`config.mk`:
```
export PLATFORM = sky130hd
export DESIGN_NAME = rsa_exp_ctrl
export DESIGN_NICKNAME = d
export VERILOG_FILES = /design/src/rtl/rsa_pkg.sv /design/src/rtl/rsa_op_issue.sv /design/src/rtl/rsa_exp_ctrl.sv
export SDC_FILE = /design/constraint.sdc
export NUM_CORES = 1
export LEC_CHECK = 0
export BUFFER_PORTS_ARGS = -buffer_cell sky130_fd_sc_hd__buf_4
export CORE_AREA = 2 2 58 60
export DETAILED_ROUTE_END_ITERATION = 10
export DIE_AREA = 0 0 60 62
export GPL_ROUTABILITY_DRIVEN = 0
export GPL_TIMING_DRIVEN = 1
export SLEW_MARGIN = 20
export SYNTH_ARGS = -nofsm -noshare
export SYNTH_HDL_FRONTEND = slang
export SYNTH_SLANG_ARGS = --single-unit
```
`constraint.sdc`:
```
create_clock -name clk -period 3.3 [get_ports clk]
set_input_delay 0.165 -clock clk [delete_from_list [all_inputs] [get_ports clk]]
set_output_delay 0.165 -clock clk [all_outputs]
set_load 0.02 [all_outputs]
```
`src/rtl/rsa_pkg.sv`:
```
// Shared encodings for the modular-exponentiation sequencer: operand selects, FSM states,
// write destinations and the per-state MM operation table.
package rsa_pkg;

    localparam logic [2:0] SEL_M   = 3'd0;
    localparam logic [2:0] SEL_T   = 3'd1;
    localparam logic [2:0] SEL_Y   = 3'd2;
    localparam logic [2:0] SEL_ONE = 3'd3;
    localparam logic [2:0] SEL_R2  = 3'd4;

    typedef enum logic [2:0] {
        ST_IDLE  = 3'd0,
        ST_PRE_T = 3'd1,
        ST_PRE_Y = 3'd2,
        ST_MUL   = 3'd3,
        ST_SQR   = 3'd4,
        ST_POST  = 3'd5,
        ST_FIN   = 3'd6
    } state_e;

    typedef enum logic [1:0] {
        DST_NONE = 2'd0,
        DST_T    = 2'd1,
        DST_Y    = 2'd2
    } dst_e;

    typedef struct packed {
        logic [2:0] a_sel;
        logic [2:0] b_sel;
        dst_e       dst;
    } op_t;

    function automatic op_t op_decode(input state_e st);
        op_t op;
        op = '{a_sel: SEL_ONE, b_sel: SEL_ONE, dst: DST_NONE};
        case (st)
            ST_PRE_T: op = '{a_sel: SEL_M,   b_sel: SEL_R2,  dst: DST_T};
            ST_PRE_Y: op = '{a_sel: SEL_ONE, b_sel: SEL_R2,  dst: DST_Y};
            ST_MUL:   op = '{a_sel: SEL_Y,   b_sel: SEL_T,   dst: DST_Y};
            ST_SQR:   op = '{a_sel: SEL_T,   b_sel: SEL_T,   dst: DST_T};
            ST_POST:  op = '{a_sel: SEL_Y,   b_sel: SEL_ONE, dst: DST_Y};
            default:  op = '{a_sel: SEL_ONE, b_sel: SEL_ONE, dst: DST_NONE};
        endcase
        return op;
    endfunction

    function automatic logic is_op_state(input state_e st);
        return st inside {ST_PRE_T, ST_PRE_Y, ST_MUL, ST_SQR, ST_POST};
    endfunction

endpackage

```
`src/rtl/rsa_op_issue.sv`:
```
// ISSUE/WAIT handshake for one MM operation: go -> mm_start next cycle, then wait for mm_done.
// Latency 1 cycle from go to mm_start; stalls in WAIT for as long as the MM core takes.
module rsa_op_issue (
    input  logic clk,
    input  logic reset,
    input  logic go,
    input  logic cancel,
    input  logic mm_done,
    output logic mm_start,
    output logic op_done,
    output logic busy
);

    logic issue_q, issue_d;
    logic wait_q, wait_d;

    always_comb begin
        issue_d = go & ~cancel;
        wait_d  = ~cancel & (issue_q | (wait_q & ~mm_done));
    end

    always_ff @(posedge clk or negedge reset) begin
        if (!reset) begin
            issue_q <= 1'b0;
            wait_q  <= 1'b0;
        end else begin
            issue_q <= issue_d;
            wait_q  <= wait_d;
        end
    end

    assign mm_start = issue_q;
    assign op_done  = wait_q & mm_done;
    assign busy     = issue_q | wait_q;

endmodule

```
`src/rtl/rsa_exp_ctrl.sv`:
```
// LSB-first square-and-multiply sequencer driving a shared Montgomery multiplier.
// One ISSUE cycle plus MM latency per operation; waits indefinitely on mm_done, abort wins over it.
module rsa_exp_ctrl
    import rsa_pkg::*;
#(
    parameter int EXP_BITS = 256,
    parameter int IDX_W    = $clog2(EXP_BITS)
) (
    input  logic             clk,
    input  logic             reset,
    input  logic             start,
    input  logic             abort,
    output logic [IDX_W-1:0] exp_idx,
    input  logic             exp_bit,
    output logic             mm_start,
    input  logic             mm_done,
    output logic [2:0]       mm_a_sel,
    output logic [2:0]       mm_b_sel,
    output logic             t_we,
    output logic             y_we,
    output logic             ready,
    output logic             done
);

    localparam logic [IDX_W-1:0] LAST_IDX = IDX_W'(EXP_BITS - 1);

    state_e           state_q, state_d;
    logic [IDX_W-1:0] idx_q, idx_d, nxt_idx;
    logic             ready_q, ready_d;
    logic             go, op_done, busy;
    op_t              op;

    rsa_op_issue u_issue (
        .clk      (clk),
        .reset    (reset),
        .go       (go),
        .cancel   (abort),
        .mm_done  (mm_done),
        .mm_start (mm_start),
        .op_done  (op_done),
        .busy     (busy)
    );

    assign nxt_idx = idx_q + IDX_W'(1);

    always_ff @(posedge clk or negedge reset) begin
        if (!reset) begin
            state_q <= ST_IDLE;
            idx_q   <= '0;
            ready_q <= 1'b1;
        end else begin
            state_q <= state_d;
            idx_q   <= idx_d;
            ready_q <= ready_d;
        end
    end

    always_comb begin
        state_d = state_q;
        idx_d   = idx_q;
        case (state_q)
            ST_IDLE: if (start) begin
                state_d = ST_PRE_T;
                idx_d   = '0;
            end
            ST_PRE_T: if (op_done) state_d = ST_PRE_Y;
            ST_PRE_Y: if (op_done)
                state_d = exp_bit ? ST_MUL : ((idx_q == LAST_IDX) ? ST_POST : ST_SQR);
            ST_MUL:   if (op_done) state_d = (idx_q == LAST_IDX) ? ST_POST : ST_SQR;
            // exp_bit here is the lookahead bit at idx+1, so the last SQR is skipped on a zero bit
            ST_SQR: if (op_done) begin
                idx_d   = nxt_idx;
                state_d = exp_bit ? ST_MUL : ((nxt_idx == LAST_IDX) ? ST_POST : ST_SQR);
            end
            ST_POST:  if (op_done) state_d = ST_FIN;
            ST_FIN:   state_d = ST_IDLE;
            default:  state_d = ST_IDLE;
        endcase
        if (abort) begin
            state_d = ST_IDLE;
            idx_d   = '0;
        end
        go      = is_op_state(state_d) && ((state_q == ST_IDLE) || op_done);
        ready_d = (state_d == ST_IDLE) || (state_d == ST_FIN);
    end

    always_comb begin
        op       = op_decode(state_q);
        mm_a_sel = busy ? op.a_sel : SEL_ONE;
        mm_b_sel = busy ? op.b_sel : SEL_ONE;
        t_we     = op_done & ~abort & (op.dst == DST_T);
        y_we     = op_done & ~abort & (op.dst == DST_Y);
        exp_idx  = (state_q == ST_SQR && busy && !mm_start) ? nxt_idx : idx_q;
        ready    = ready_q;
        done     = (state_q == ST_FIN);
    end

endmodule

```
==> metrics.md, run 1 <==
| Metric | Value |
|---|---|
| Tcrit/Tclk final | 74.0% |
| Fmax | 0.409 GHz |
| Setup total negative slack | 0 ns |
| Core area | 0.00318 mm2 |
| Post-cts sizing count | 0 |
| Starting density of the core | 41.3% |
| Final Net Count | 189 |
| Syn. warnings | 0 |
| Vias | 1185 |
| Drt total wl | 2.97 mm |
| Remaining antenna violation count | 0 |
| Fin util | 47.0% |
| P&R area growth vs syn | 13.8% |
| Largest net degree at the start of global routing | 22 |
| Syn Nets | 175 |
| Max-Cap Viols | 0 |
| Die height | 62 um |
| Arr. time, crit path | 2.28 ns |
| CTS clk-pin slew, worst paths | 0.09 ns |
| Minimum clock period | 2.44 ns |
| CTS tree | built |
| Syn Inst Count | 164 |
| Initial antenna violation count | 0 |
| Die area | 0.00372 mm2 |
| Tightest Hold Check Type | in -> reg |
| GR Overflow Total | 0 |
| Clk sinks | 14 |
| Slew margin rel. | 50.4% |
| Clk buf depth | 2 |
| Syn Area/Cell | 8.01 um2 |
| Post-DP HPWL | 2.18 mm |
| Max VDD drop | 0.207 mV |
| IO buf count | 23 |
| CP Launch Type | register |
| Diode count | 0 |
| Main synth FF type | dfrtp_1 |
| Drt via density | 5.31 |
| H-tree levels | 1 |
| Vias in the first global route | 1042 |
| Post-synth ARST share | 100% |
| Slew @ Worst Pin | 0.744 ns |
| Power Dens Cells | 256 mW/mm2 |
| DR pass1 iterations | 4 |
| WL/cell | 13.3 um |
| # setup viols final | 0 |
| Clk_lat worst skew | 0.28 ns |
| First-pass GRT wire length | 4.89 mm |
| Share of layout cells above drive strength 1 | 22.6% |
| Required @ worst endpoint | 3.13 ns |
| Synth area leaders | dfrtp_1 (25%), o21ai_1 (5.3%), ha_1 (4.8%) |
| Total CTS buffers | 3 |
| Total power | 0.000383 W |
| Share of the synthesized area in the top cell type | 24.8% |
| Status | complete, no violations |
| Mapped Area | 0.00131 mm2 |
| # IOs | 25 |
| Die X | 60 um |
| Row count | 21 |
| Yosys reg bits | 14 |
| Remaining DRCs | 0 |
| Worst Path Max Fanout | 21 |
| Final Hold Fails | 0 |
| Sequential share of the synthesized area | 26.8% |
| RSZ-0062 raised after global routing | false |
| GRT Util Overall | 17.1% |
| Max Slew Vio Count | 0 |
| Library cells used by synthesis | 50 |
| Clk root buf | clkbuf_4 |
| Post-synth EDFFs | 0 |
| Post-synth top area cell | dfrtp_1 |
| Crit end category | primary output |
| Leakage Power | 0.672 nW |
| Worst Setup Path Type | reg -> out |
| Initial DRC count | 43 |
| Setup Skew | 0.00837 ns |
## kinds of logic (layout without fill, tap and decap cells)
group	Yosys count	in the layout	synth area share (%)
AOI/OAI and AO/OA	43	43	20.6
DFF	14	14	26.8
buffers and inverters	22	35	9.24
adders and majority gates	5	5	4.76
and+or+nand+nor	66	66	29.7
other	1	1	0.285
xor gates and xnor gates	13	13	8.67
## power by group
part           switching, W   total, W  internal, W
clock network     0.0000541   0.000121    0.0000671
logic             0.0000418  0.0000725    0.0000307
registers         0.0000120   0.000189     0.000177
total              0.000108   0.000383     0.000275
## cell type report
class,count,area (um2)
fill,328,1680
multi-input combinational,128,841
sequential,14,352
timing repair buffer,24,183
tap,46,57.6
clock buffer,4,36.3
inverter,7,26.3
## final timing paths
kind / start / end / slack [ns] / cells past startpoint
max in group asynchronous: reset / ready / 2.79 / 2
worst max register to register: state_q[2] / u_issue.mm_start / 1.42 / 5
worst max-delay path: state_q[2] / y_we / 0.86 / 5
worst min-delay path: abort / u_issue.wait_q / 0.13 / 2
worst min register to register: idx_q[7] / idx_q[7] / 0.56 / 1
min in group asynchronous: reset / idx_q[3] / 0.26 / 2
## cell usage in the layout (no fill, tap or decap), drive strengths merged, types with 4 or more instances in the layout
master / instances
dfrtp: 13
and2: 4
nor2: 14
ha: 5
nor2b: 5
nand4: 4
clkbuf: 4
buf: 23
xor2: 6
nor3: 5
xnor2: 7
a21oi: 9
inv: 7
o31ai: 4
nand3: 7
o21ai: 19
nand2: 14
## metrics by stage
| stage | setup slack (ns) | instances | hold slack [ns] | instance area (um2) |
|---|---|---|---|---|
| 6_report | 0.858 | 223 | 0.130 | 1500 |
| 5_1_grt | 0.667 | 223 | 0.112 | 1500 |
| 4_1_cts | 0.901 | 223 | 0.111 | 1500 |
| 3_5_place_dp | 1.22 | 218 | 0.0278 | 1450 |
| 3_3_place_gp | 1.30 | 218 | 0.0255 | 1450 |
| 2_1_floorplan | 1.05 | 164 | -0.131 | 1310 |
## routing by layer
| layer | up-vias | routed length (um) | track usage (%) |
|---|---|---|---|
| met2 | 22 | 1380 | 26.6 |
| met5 | - | 0 | 0 |
| li1 | 596 | - | - |
| met4 | 0 | 5 | 2.22 |
| met3 | 2 | 97 | 3.11 |
| met1 | 565 | 1480 | 25.5 |
## flip-flops by register name, summed over array words and instances (netlist names)
name	count
ready	1
state_q	3
idx_q	8
u_issue.mm_start	1
u_issue.wait_q	1
## worst max-delay path, cell delays in order (launching register included)
cell and delay [ns]:
dfrtp_1 0.83, inv_2 0.13, nor2_2 0.19, nand2_1 0.11, a2111oi_0 0.51, buf_4 0.23
## synthesized netlist by cell type (2+ instances only)
cell,n
ha_1,5
a21oi_1,7
o21ai_0,5
inv_2,4
nand4_1,4
clkbuf_1,2
nor2_1,12
o21ai_1,14
nand3_1,7
xor2_1,6
buf_4,4
dfrtp_1,13
buf_2,7
nor3_1,3
buf_6,2
nor2b_1,5
nand2_1,14
nand2b_1,2
xnor2_1,7
o211ai_1,2
inv_1,3
and2_1,4
and3_1,2
o31ai_1,4
## what timing repair did
action,4_1_cts,5_1_grt
buffers inserted,0,0
hold buffers,1,0
hold endpoints to repair,14,0
Power figures use the tool's default switching activity.
==> run 2: changes to the inputs <==
==> constraint.sdc (replaced) <==
create_clock -name clk -period 2.4 [get_ports clk]
set_input_delay 0.12 -clock clk [delete_from_list [all_inputs] [get_ports clk]]
set_output_delay 0.12 -clock clk [all_outputs]
set_load 0.02 [all_outputs]
==> metrics.md, run 2 (synthesis results as in run 1) <==
| Metric | Value |
|---|---|
| Worst reg2reg setup slack | 0.65 ns (-0.77 ns) |
| Leakage Power | 0.676 nW (+0.68%) |
| Crit-path slowest cell | dfrtp_1 |
| Post-DP HPWL | 2.20 mm (+0.98%) |
| Final Hold Fails | 0 (unchanged) |
| Minimum clock period | 2.19 ns |
| Vias | 1188 (+0.25%) |
| Max VDD drop | 0.202 mV (-2.3%) |
| Status | complete, no violations |
| Setup Skew | 0.0108 ns (+0.00241 ns) |
| RR Endpoint | idx_q[6] |
| WL/cell | 13.5 um (+1.5%) |
| Total CTS buffers | 3 (unchanged) |
| Tightest Hold Check Type | in -> reg |
| Initial antenna violation count | 0 (unchanged) |
| Dpl cells | 220 (+0.92%) |
| R2r worst-path depth | 5 (unchanged) |
| Crit end category | primary output |
| Remaining DRCs | 0 (unchanged) |
| Max Slew Vio Count | 0 (unchanged) |
| Row count | 21 (unchanged) |
| Required @ worst endpoint | 2.28 ns (-0.85 ns) |
| Buf+Inv Stages, Crit Path | 2 (unchanged) |
| Worst-path cell chain | inv_2, ha_1, o21ai_1, o21ai_1, a211o_1, buf_4 |
| Core area | 0.00318 mm2 (unchanged) |
| Post-cts sizing count | 0 (unchanged) |
| DR pass1 iterations | 4 (unchanged) |
| Worst Setup Path Type | reg -> out |
| P&R area growth vs syn | 14.2% |
| Reg2reg start | state_q[2] |
| Final Net Count | 191 (+1.1%) |
| Clk_lat worst skew | 0.28 ns (about the same) |
| Hold Path Depth | 2 (unchanged) |
| Setup total negative slack | 0 ns (unchanged) |
| CP Launch Type | register |
| Drt total wl | 3.04 mm (+2.4%) |
| Hold EP | u_issue.wait_q |
| Fmax | 0.457 GHz |
| Crit-path leading delay family | flip-flops |
| CTS clk-pin slew, worst paths | 0.10 ns (about the same) |
| Arr. time, crit path | 2.07 ns (-0.21 ns) |
| Vias in the first global route | 1011 (-3.0%) |
| Max-Cap Viols | 0 (unchanged) |
| Fin util | 47.2% (+0.16 points) |
| Clk root buf | clkbuf_4 |
| Drt via density | 5.28 (-0.64%) |
| Crit. path cell count | 6 (+1) |
| Die height | 62 um (unchanged) |
| Commonest non-fill, non-tap cell in the layout | buf_4 |
| CP most frequent cell | o21ai_1 |
| Starting density of the core | 41.3% (unchanged) |
| # setup viols final | 0 (unchanged) |
| Hold_sp | abort |
| Tcrit/Tclk final | 91.2% |
| Non-Filler Instances | 225 (+0.90%) |
| Largest net degree at the start of global routing | 17 (-23%) |
| # IOs | 25 (unchanged) |
| Biggest regs | idx_q (8), state_q (3) |
| Max reg flops | 8 (unchanged) |
| Worst Path Max Fanout | 14 (-33%) |
| Clk sinks | 14 (unchanged) |
| Die area | 0.00372 mm2 (unchanged) |
| Power Dens Cells | 339 mW/mm2 (+33%) |
| RSZ-0062 raised after global routing | false |
| Die X | 60 um (unchanged) |
| GR Overflow Total | 0 (unchanged) |
| Remaining antenna violation count | 0 (unchanged) |
| Diode count | 0 (unchanged) |
| H-tree levels | 1 (unchanged) |
| First-pass GRT wire length | 4.87 mm (-0.43%) |
| IO buf count | 23 (unchanged) |
| Share of layout cells above drive strength 1 | 22.9% (+0.31 points) |
| CTS tree | built |
| Largest register by flop count | idx_q |
| Clk buf depth | 2 (unchanged) |
| GRT Util Overall | 17.1% (-0.051 points) |
| Filler cells | 338 (+3.0%) |
| CP peak stage delay | 0.66 ns (-0.17 ns) |
| Most frequent cells in the layout | buf_4 (25), nand2_1 (14), o21ai_1 (14) |
| Initial DRC count | 35 (-19%) |
-- run 2: worst max-delay path by stage --
stage / from / end / slack (ns)
after floorplan: state_q[1] / y_we / 0.20
after global routing: state_q[1] / t_we / 0.05
after detailed placement: state_q[1] / mm_b_sel[0] / 0.52
after global placement: state_q[1] / mm_b_sel[0] / 0.60
final: state_q[1] / mm_b_sel[0] / 0.21
after CTS: state_q[1] / mm_b_sel[0] / 0.20
-- run 2: power by group --
part	internal [W]	switching, W
clock network	0.0000645	0.0000820
registers	0.000243	0.00000981
logic	0.0000443	0.0000646
-- run 2: worst register-to-register path, delay by kind of cell, from the launching register on --
kind	cells	cell delay, ns
compound gates	3	0.41
buf+inv	1	0.27
flops	1	0.64
simple gates	1	0.34
-- run 2: final cells by class --
cell class,instances,area [um2],share of cell area (%)
inverter,7,26.3,1.75
tap,46,57.6,3.84
timing repair buffer,26,198,13.2
multi-input combinational,128,841,56.0
clock buffer,4,26.3,1.75
sequential,14,352,23.4
-- run 2: metrics by stage --
| step | area (um2) | total power, W | setup slack [ns] | hold WS (ns) |
|---|---|---|---|---|
| after CTS | 1500 | 0.000512 | 0.203 | 0.0885 |
| final | 1500 | 0.000509 | 0.210 | 0.0836 |
| after global routing | 1500 | 0.000535 | 0.0531 | 0.0840 |
| after global placement | 1460 | 0.000364 | 0.601 | -0.0157 |
| after floorplan | 1310 | 0.000330 | 0.195 | -0.176 |
| after detailed placement | 1460 | 0.000365 | 0.518 | -0.0118 |
-- run 2: per-layer routing --
layer / vias up / track usage (%) / wire [um]
li1: 596 / - / -
met1: 570 / 26.6 / 1530
met2: 22 / 25.3 / 1400
met3: 0 / 2.69 / 105
met4: 0 / 2.22 / 0
met5: - / 0 / 0
-- run 2: timing repair --
item                                   4_1_cts  5_1_grt
setup buffers                                0        0
endpoints found under the hold margin       14        0
hold buffers                                 1        0
==> run 3: changes to the inputs <==
--- a/config.mk
+++ b/config.mk
@@ -7,6 +7,7 @@
 export LEC_CHECK = 0
 export BUFFER_PORTS_ARGS = -buffer_cell sky130_fd_sc_hd__buf_4
 export CORE_AREA = 2 2 58 60
+export CTS_BUF_LIST = sky130_fd_sc_hd__clkbuf_2
 export DETAILED_ROUTE_END_ITERATION = 10
 export DIE_AREA = 0 0 60 62
 export GPL_ROUTABILITY_DRIVEN = 0
==> metrics.md, run 3 (synthesis results as in run 1) <==
| Metric | Value |
|---|---|
| Gate power share | 22.3% (+0.9 points) |
| Hold_sp | abort |
| Remaining antenna violation count | 0 (unchanged) |
| First-pass GRT wire length | 4.93 mm (+1.3%) |
| Die X | 60 um (unchanged) |
| P&R area growth vs syn | 13.8% |
| Clk sinks | 14 (unchanged) |
| Most frequent cells in the layout | buf_4 (25), nand2_1 (14), o21ai_1 (14) |
| Starting density of the core | 41.3% (unchanged) |
| GR Overflow Total | 0 (unchanged) |
| Worst-path cell chain | ha_1, and3_1, nand2_1, nor2_1, xnor2_1, buf_4 |
| RSZ-0062 raised after global routing | false |
| Initial DRC count | 30 (-14%) |
| Crit-path leading delay family | simple AND/OR/NAND/NOR gates |
| Initial antenna violation count | 0 (unchanged) |
| Crit-path slowest cell | dfrtp_1 |
| Drt via density | 5.28 (about the same) |
| Vias | 1189 (+0.084%) |
| Commonest non-fill, non-tap cell in the layout | buf_4 |
| Max reg flops | 8 (unchanged) |
| Tightest Hold Check Type | in -> reg |
| CTS tree | built |
| Worst Path Max Fanout | 9 (-5) |
| Hold Path Depth | 2 (unchanged) |
| Clk buf depth | 2 (unchanged) |
| Leakage Power | 0.676 nW (about the same) |
| Sw Ratio | 32.1% (+1.4 points) |
| CP peak stage delay | 0.53 ns (-0.13 ns) |
| Diode count | 0 (unchanged) |
| Final Hold Fails | 0 (unchanged) |
| R2r worst-path depth | 5 (unchanged) |
| Setup total negative slack | 0 ns (unchanged) |
| Filler cells | 336 (-0.59%) |
| DR pass1 iterations | 4 (unchanged) |
| Fmax | 0.466 GHz (+2.1%) |
| Core area | 0.00318 mm2 (unchanged) |
| Drt total wl | 3.07 mm (+0.89%) |
| Sw power | 0.000157 W (+0.42%) |
| Reg2reg start | state_q[2] |
| Setup Skew | 0.0111 ns (+0.000341 ns) |
| Minimum clock period | 2.14 ns (-0.0450 ns) |
| H-tree levels | 1 (unchanged) |
| Max-Cap Viols | 0 (unchanged) |
| Power Dens Cells | 327 mW/mm2 (-3.5%) |
| Die height | 62 um (unchanged) |
| Clk_lat worst skew | 0.29 ns (about the same) |
| RR Endpoint | idx_q[6] |
| CTS clk-pin slew, worst paths | 0.15 ns (+0.05 ns) |
| Non-Filler Instances | 225 (unchanged) |
| Share of layout cells above drive strength 1 | 24.0% (+1.1 points) |
| Largest net degree at the start of global routing | 17 (unchanged) |
| Remaining DRCs | 0 (unchanged) |
| # IOs | 25 (unchanged) |
| Dpl cells | 220 (unchanged) |
| Row count | 21 (unchanged) |
| Clk root buf | clkbuf_2 |
| Hold EP | u_issue.wait_q |
| Setup bufs post-CTS | 0 (unchanged) |
| Post-DP HPWL | 2.20 mm (unchanged) |
| Vias in the first global route | 1024 (+1.3%) |
| Final Net Count | 191 (unchanged) |
| Seq pwr share | 51.8% (+2.0 points) |
| Largest register by flop count | idx_q |
| GRT Util Overall | 17.5% (+0.39 points) |
| Worst reg2reg setup slack | 0.64 ns (about the same) |
| Status | complete, no violations |
| Buf+Inv Stages, Crit Path | 1 (-1) |
| Total CTS buffers | 3 (unchanged) |
| Tcrit/Tclk final | 89.4% (-1.9 points) |
| Crit end category | primary output |
| Max Slew Vio Count | 0 (unchanged) |
| IO buf count | 23 (unchanged) |
| Multi-input logic area | 841 um2 (unchanged) |
| Worst Setup Path Type | reg -> out |
| WL/cell | 13.6 um (+0.89%) |
| Int Pwr | 0.000332 W (-5.7%) |
| Storage cell area | 353 um2 (+0.36%) |
| CP Launch Type | register |
| Die area | 0.00372 mm2 (unchanged) |
| # setup viols final | 0 (unchanged) |
| Arr. time, crit path | 2.02 ns (-0.05 ns) |
| Clock share of power | 25.9% (-2.9 points) |
| Max VDD drop | 0.303 mV (+50%) |
| Required @ worst endpoint | 2.28 ns (about the same) |
| Biggest regs | idx_q (8), state_q (3) |
## run 3: cell counts in the layout (fill, tap and decap cells not counted)
Identical to the previous run, type by type.
## run 3: how the worst max path moves through the flow
stage                     cells after the start  slack, ns           to  startpoint
after floorplan                               4       0.20         y_we  state_q[1]
after global placement                        6       0.60  mm_b_sel[0]  state_q[1]
after detailed placement                      6       0.52  mm_b_sel[0]  state_q[1]
after CTS                                     6       0.16  mm_b_sel[0]  state_q[1]
after global routing                          6       0.07   exp_idx[6]    idx_q[0]
final                                         6       0.26   exp_idx[6]    idx_q[0]
## run 3: what timing repair did
item,in CTS,in global routing
endpoints found under the setup margin,0,2
hold buffers,1,0
hold endpoints to repair,14,0
resized for setup,0,1
## run 3: final cells by class
class,count,share of cell area (%)
multi-input combinational,128,56.2
sequential,14,23.6
timing repair buffer,26,13.2
tap,46,3.85
inverter,7,1.76
clock buffer,4,1.34
## run 3: power groups by stage
| stage | clock, W | combinational [W] | sequential [W] |
|---|---|---|---|
| 3_3_place_gp | 0 | 0.000106 | 0.000257 |
| 3_5_place_dp | 0 | 0.000108 | 0.000258 |
| 6_report | 0.000127 | 0.000109 | 0.000254 |
| 5_1_grt | 0.000147 | 0.000119 | 0.000255 |
| 2_1_floorplan | 0 | 0.0000741 | 0.000256 |
| 4_1_cts | 0.000130 | 0.000110 | 0.000254 |
## run 3: routing by layer
| layer | global-route usage (%) | share of wire, % |
|---|---|---|
| met2 | 25.9 | 46 |
| met4 | 4.76 | 0.46 |
| met5 | 0 | 0 |
| met3 | 2.69 | 2.7 |
| met1 | 26.2 | 51 |
## run 3: worst reg2reg max path, stage by stage, from the launching register on
cell	delay [ns]
dfrtp_1	0.65
buf_4	0.27
nand4b_2	0.35
a21oi_1	0.26
o21ai_1	0.08
o31ai_1	0.07
## run 3: through the flow
| stage | utilization, % | total power, W | cell area (um2) | worst slack [ns] | hold WS (ns) |
|---|---|---|---|---|---|
| 6_report | 47.0 | 0.000489 | 1500 | 0.255 | 0.0610 |
| 5_1_grt | 47.0 | 0.000521 | 1500 | 0.0700 | 0.0350 |
| 4_1_cts | 47.0 | 0.000494 | 1490 | 0.159 | 0.0632 |
| 3_5_place_dp | 46.0 | 0.000365 | 1460 | 0.518 | -0.0118 |
| 3_3_place_gp | 46.0 | 0.000364 | 1460 | 0.601 | -0.0157 |
| 2_1_floorplan | - | 0.000330 | 1310 | 0.195 | -0.176 |
